File: src/rtl/pf_iod_tx_pkg.sv
// Shared types and default lane words for the PolarFire IOD generic TX framer.
package pf_iod_tx_pkg;

  typedef enum logic [1:0] {
    IDLE  = 2'd0,
    TRAIN = 2'd1,
    DATA  = 2'd2
  } state_e;

  localparam logic [7:0] DEF_TRAIN_WORD = 8'hE4;
  localparam logic [7:0] DEF_IDLE_WORD  = 8'h00;

endpackage

File: src/rtl/pf_iod_tx_fifo.sv
// Synchronous show-ahead FIFO buffering parallel lane words ahead of the framer.
// DEPTH must be a power of two so the pointers wrap by natural overflow.
module pf_iod_tx_fifo
  import pf_iod_tx_pkg::*;
#(
  parameter int WIDTH = 32,
  parameter int DEPTH = 4
) (
  input  logic             clk_i,
  input  logic             rst_ni,
  input  logic             push_i,
  input  logic             pop_i,
  input  logic [WIDTH-1:0] wdata_i,
  output logic [WIDTH-1:0] rdata_o,
  output logic             full_o,
  output logic             empty_o
);

  localparam int PW = (DEPTH > 1) ? $clog2(DEPTH) : 1;
  localparam int CW = $clog2(DEPTH + 1);

  logic [WIDTH-1:0] mem_q [DEPTH];
  logic [PW-1:0]    wr_ptr_q, rd_ptr_q;
  logic [CW-1:0]    count_q, count_d;
  logic             do_push, do_pop;

  assign full_o  = (count_q == CW'(DEPTH));
  assign empty_o = (count_q == '0);
  assign rdata_o = mem_q[rd_ptr_q];

  assign do_push = push_i && !full_o;
  assign do_pop  = pop_i && !empty_o;
  assign count_d = count_q + CW'(do_push) - CW'(do_pop);

  always_ff @(posedge clk_i) begin
    if (!rst_ni) begin
      wr_ptr_q <= '0;
      rd_ptr_q <= '0;
      count_q  <= '0;
    end else begin
      if (do_push) wr_ptr_q <= wr_ptr_q + 1'b1;
      if (do_pop)  rd_ptr_q <= rd_ptr_q + 1'b1;
      count_q <= count_d;
    end
  end

  // Storage needs no reset; emptiness is tracked by the counter alone.
  always_ff @(posedge clk_i) begin
    if (do_push) mem_q[wr_ptr_q] <= wdata_i;
  end

endmodule

File: src/rtl/pf_iod_generic_tx_framer.sv
// Word framer for the IOD TX serializers: emits training for RX bit-slip
// alignment, then streams buffered payload and fills gaps with idle words.
module pf_iod_generic_tx_framer
  import pf_iod_tx_pkg::*;
#(
  parameter int         LANES      = 4,
  parameter logic [7:0] TRAIN_WORD = DEF_TRAIN_WORD,
  parameter logic [7:0] IDLE_WORD  = DEF_IDLE_WORD,
  parameter int         TRAIN_LEN  = 128,
  parameter int         FIFO_DEPTH = 4
) (
  input  logic               CLK,
  input  logic               RST_N,
  input  logic               TX_EN,
  input  logic               TRAIN_REQ,
  input  logic [LANES*8-1:0] DATA_IN,
  input  logic               DATA_VALID,
  output logic               DATA_READY,
  output logic [LANES*8-1:0] TXD,
  output logic               TRAINING,
  output logic               TRAIN_DONE,
  output logic               UNDERRUN
);

  localparam int                W        = LANES * 8;
  localparam int                CNT_W    = $clog2(TRAIN_LEN + 1);
  localparam logic [CNT_W-1:0] CNT_LAST = CNT_W'(TRAIN_LEN - 1);

  state_e           state_q, state_d;
  logic [CNT_W-1:0] cnt_q, cnt_d;
  logic [W-1:0]     txd_q, txd_d;
  logic             training_q, training_d;
  logic             done_q, done_d;
  logic             underrun_q, underrun_d;

  logic [W-1:0]     fifo_head;
  logic             fifo_full, fifo_empty;
  logic             push, pop;

  assign DATA_READY = RST_N && !fifo_full;
  assign push       = DATA_VALID && DATA_READY;

  pf_iod_tx_fifo #(
    .WIDTH (W),
    .DEPTH (FIFO_DEPTH)
  ) u_fifo (
    .clk_i   (CLK),
    .rst_ni  (RST_N),
    .push_i  (push),
    .pop_i   (pop),
    .wdata_i (DATA_IN),
    .rdata_o (fifo_head),
    .full_o  (fifo_full),
    .empty_o (fifo_empty)
  );

  // Outputs are decoded from the next state so the first training cycle
  // lands directly after TRAIN_REQ is sampled.
  always_comb begin
    state_d    = state_q;
    cnt_d      = (state_q == TRAIN) ? cnt_q + 1'b1 : '0;
    txd_d      = {LANES{IDLE_WORD}};
    training_d = 1'b0;
    done_d     = 1'b0;
    underrun_d = 1'b0;
    pop        = 1'b0;

    case (state_q)
      IDLE:    if (TRAIN_REQ) state_d = TRAIN;
      TRAIN:   if (cnt_q == CNT_LAST) state_d = TX_EN ? DATA : IDLE;
      DATA: begin
        if (TRAIN_REQ)   state_d = TRAIN;
        else if (!TX_EN) state_d = IDLE;
      end
      default: state_d = IDLE;
    endcase

    case (state_d)
      TRAIN: begin
        txd_d      = {LANES{TRAIN_WORD}};
        training_d = 1'b1;
        done_d     = (cnt_d == CNT_LAST);
      end
      DATA: begin
        if (!fifo_empty) begin
          pop   = 1'b1;
          txd_d = fifo_head;
        end else begin
          underrun_d = 1'b1;
        end
      end
      default: ;
    endcase
  end

  always_ff @(posedge CLK) begin
    if (!RST_N) begin
      state_q    <= IDLE;
      cnt_q      <= '0;
      txd_q      <= {LANES{IDLE_WORD}};
      training_q <= 1'b0;
      done_q     <= 1'b0;
      underrun_q <= 1'b0;
    end else begin
      state_q    <= state_d;
      cnt_q      <= cnt_d;
      txd_q      <= txd_d;
      training_q <= training_d;
      done_q     <= done_d;
      underrun_q <= underrun_d;
    end
  end

  assign TXD        = txd_q;
  assign TRAINING   = training_q;
  assign TRAIN_DONE = done_q;
  assign UNDERRUN   = underrun_q;

endmodule

File: config.mk
export PLATFORM = sky130hd
export DESIGN_NAME = pf_iod_generic_tx_framer
export DESIGN_NICKNAME = d
export VERILOG_FILES = /design/src/rtl/pf_iod_tx_pkg.sv /design/src/rtl/pf_iod_tx_fifo.sv /design/src/rtl/pf_iod_generic_tx_framer.sv
export SDC_FILE = /design/constraint.sdc
export NUM_CORES = 1
export LEC_CHECK = 0
export CORE_MARGIN = 5
export CORE_UTILIZATION = 60
export CTS_CLUSTER_DIAMETER = 150
export DETAILED_ROUTE_END_ITERATION = 6
export GPL_ROUTABILITY_DRIVEN = 0
export PLACE_DENSITY = 0.84
export SETUP_SLACK_MARGIN = 0.15
export SLEW_MARGIN = 10
export SYNTH_ARGS = -nofsm -noshare
export SYNTH_HDL_FRONTEND = slang
export SYNTH_SLANG_ARGS = --single-unit
File: constraint.sdc
create_clock -name CLK -period 5.06 [get_ports CLK]
set_input_delay 0.759 -clock CLK [delete_from_list [all_inputs] [get_ports CLK]]
set_output_delay 0.759 -clock CLK [all_outputs]
set_load 0.02 [all_outputs]
==> impl_metrics.csv <==
group,metric,value,unit
global_routing,overflow,0,
worst_setup_path,reg2reg_slack,2.12,ns
power_and_ir_drop,cellLeakagePower,2.73,nW
global_routing,grt.total_usage,19.0,%
floorplanning,die_w,115,µm
route,routed_wl,11500,µm
route,met2_length,6090,µm
sta,finClkSkew,0.00853,ns
status,status,"finished clean",
cells_and_area,final-instance-count-excl-fill,602,
clock_tree,worst_skew_pair.late_latency,0.53,ns
route,wl_per_cell,19.1,µm
clock_tree,cts_hold_buf,0,
yosys,netlist_area,6650,µm²
placed_design,dp_hpwl,6860,µm
route,met3_length,671,µm
worst_setup_path,cp.arrival,2.55,ns
route,vias,3293,
cells_and_area,drive_gt1_share,16.2,%
sta,drv_slew,0,
sta,finalSetupViolCount,0,
yosys,netlist.area_leader.share,57.8,%
yosys,synth_cell_type_count,41,
global_routing,antenna_found_initial,0,
global_routing,grt_max_degree,33,
floorplanning,start_util,61.4,%
hold_path,hold_path.class,"register to register",
floorplanning,ios,73,
yosys,ys_async_sr_fraction,0,%
floorplanning,row_count,38,
placed_design,dpl_cell_area,7450,µm²
cells_and_area,utilization,74.1,%
yosys,synth_cells,370,
cells_and_area,final_area,8030,µm²
floorplanning,die_area,13300,µm²
worst_setup_path,cp-end-kind,"primary output",
power_and_ir_drop,peakVddDrop,0.000355,V
floorplanning,die_h,115,µm
sta,tightest_slew,0.885,ns
route,drc_errors,0,
sta,fmax,302,MHz
route,met1_length,4610,µm
yosys,synth-edff-count,128,
worst_setup_path,r2r-start,"cnt_q[0]",
worst_setup_path,worst_ep_required_time,4.30,ns
power_and_ir_drop,power_density,384,nW/µm²
worst_setup_path,criticalPathCategory,"input port to primary output",
placed_design,portBuffers,72,
sta,finalCriticalPeriod,3.31,ns
sta,tns,0,ns
sta,max_slew_margin,41.0,%
sta,hold_violations,0,
yosys,syn-num-nets,417,
route,viasPerCell,5.47,
yosys,synthTopCellsByCount,"edfxtp_1, dfxtp_1, mux4_2, inv_1, nor2_1",
worst_setup_path,setup.worst_path.start_class,"input port",
route,ant_nets,0,
clock_tree,cts.sinks,182,
worst_setup_path,r2r_cells,12,
floorplanning,coreArea,10800,µm²
hold_path,hold-path-cell-count,1,
clock_tree,ctsHtreeMaxLevel,4,
yosys,ys_warn_count,0,
sta,finalCritPeriodShare,65.4,%
clock_tree,cts_made_buffers,17,
clock_tree,cts.clk_slew.worst_paths,0.06,ns
hold_path,worstHoldEndpoint,"cnt_q[0]",
hold_path,min_from,"cnt_q[0]",
yosys,yosys.area.top_type,"edfxtp_1",
yosys,synth_area_leaders,"edfxtp_1, dfxtp_1, mux4_2",
global_routing,grt_first_pass_wirelength,18200,µm
worst_setup_path,rr_endpoint,"u_fifo.count_q[1]",
yosys,ys_seq_area_share,74.0,%
clock_tree,cts_setup_buffers,0,
job,drv_cap,0,
cells_and_area,area_delta_synth_final,20.6,%
clock_tree,root_buffer,"clkbuf_8",
route,highest_layer,"met4",
global_routing,first_global_vias,3469,
sta,rsz0062_at_grt,"no",
clock_tree,cts_resized,0,
clock_tree,max-clock-path-buffers,2,
route,firstDrtPassIters,4,
route,dr.first_iter.drc_count,306,
worst_setup_path,cp_max_fo,10,
cells_and_area,fin_nets,496,
clock_tree,cts_tree,"yes",
placed_design,dp.cells,570,
yosys,postSynth.topFlopCell,"edfxtp_1",
cells_and_area,multiInputGateArea,1510,µm²
power_and_ir_drop,power.total,0.00309,W
yosys,ys_ff_latch,182,
cells_and_area,nFillCells,658,
cells_and_area,register_area,4930,µm²
yosys,postSynthAreaPerCell,18.0,µm²
yosys,yosysMostFrequentCell,"edfxtp_1",
cells_and_area,diodes,0,
state kept, by name, indices dropped and copies added (netlist names), named ones only:
signal and count:
UNDERRUN 1, cnt_q 8, TRAIN_DONE 1, TXD 32
u_fifo.wr_ptr_q 2, TRAINING 1, state_q 2, u_fifo.rd_ptr_q 2
u_fifo.mem_q 128, u_fifo.count_q 3
worst max-delay path, cell delays in order:
cell	delay, ns
clkdlybuf4s50_1	0.66
clkinv_1	0.31
a21oi_1	0.20
clkdlybuf4s50_1	0.62
cell usage in the layout, fill, tap and decap left out, types with 4 or more instances in the layout:
master,n
nand2_1,6
clkdlybuf4s50_1,72
nor2b_1,12
xnor2_1,7
and2_2,4
mux4_2,32
o21ai_1,14
and2_1,4
inv_1,27
clkbuf_16,16
edfxtp_1,128
clkinv_4,4
nand2b_1,5
nor2_1,19
o21ai_0,4
ha_1,9
dfxtp_1,52
logic make-up (layout without fill, tap and decap cells):
logic type                 after synthesis  after routing  synth area share (%)
muxes                                   32             32                  10.8
xor gates and xnor gates                10             10                  1.32
buffers and inverters                   41            133                  3.31
adders and majority gates               10             10                  1.99
DFF                                    182            182                  74.0
AOI/OAI and AO/OA                       26             26                  2.41
and+or+nand+nor                         69             69                  6.13
worst max-delay path by stage:
stage	start	to	slack [ns]	cells past startpoint
after floorplan	TRAIN_REQ	u_fifo.count_q[2]	2.46	11
after global placement	RST_N	DATA_READY	1.77	4
after detailed placement	RST_N	DATA_READY	1.75	4
after CTS	RST_N	DATA_READY	1.74	4
after global routing	RST_N	DATA_READY	1.61	4
final	RST_N	DATA_READY	1.75	4
final cells by class:
class | count | area share, %
Tap cell | 140 | 2.18
Multi-Input combinational cell | 147 | 18.9
Timing Repair Buffer | 73 | 9.07
Clock buffer | 19 | 5.38
Sequential cell | 182 | 61.4
Clock inverter | 13 | 1.82
Inverter | 28 | 1.31
power breakdown:
part / switching, W / internal, W
clock network: 0.000547 / 0.000723
logic: 0.0000793 / 0.0000763
registers: 0.0000164 / 0.00164
total: 0.000643 / 0.00244
metal layers:
metal	vias to the layer above	global-route usage, %
li1	1536	-
met4	0	7.43
met5	-	0
met2	99	32.9
met1	1647	22.3
met3	11	5.79
through the flow:
stage / setup WS [ns] / hold WS (ns)
after global placement: 1.77 / 0.467
after floorplan: 2.46 / 0.445
after detailed placement: 1.75 / 0.492
after CTS: 1.74 / 0.509
final: 1.75 / 0.509
after global routing: 1.61 / 0.533
(Power assumes the default switching activity.)
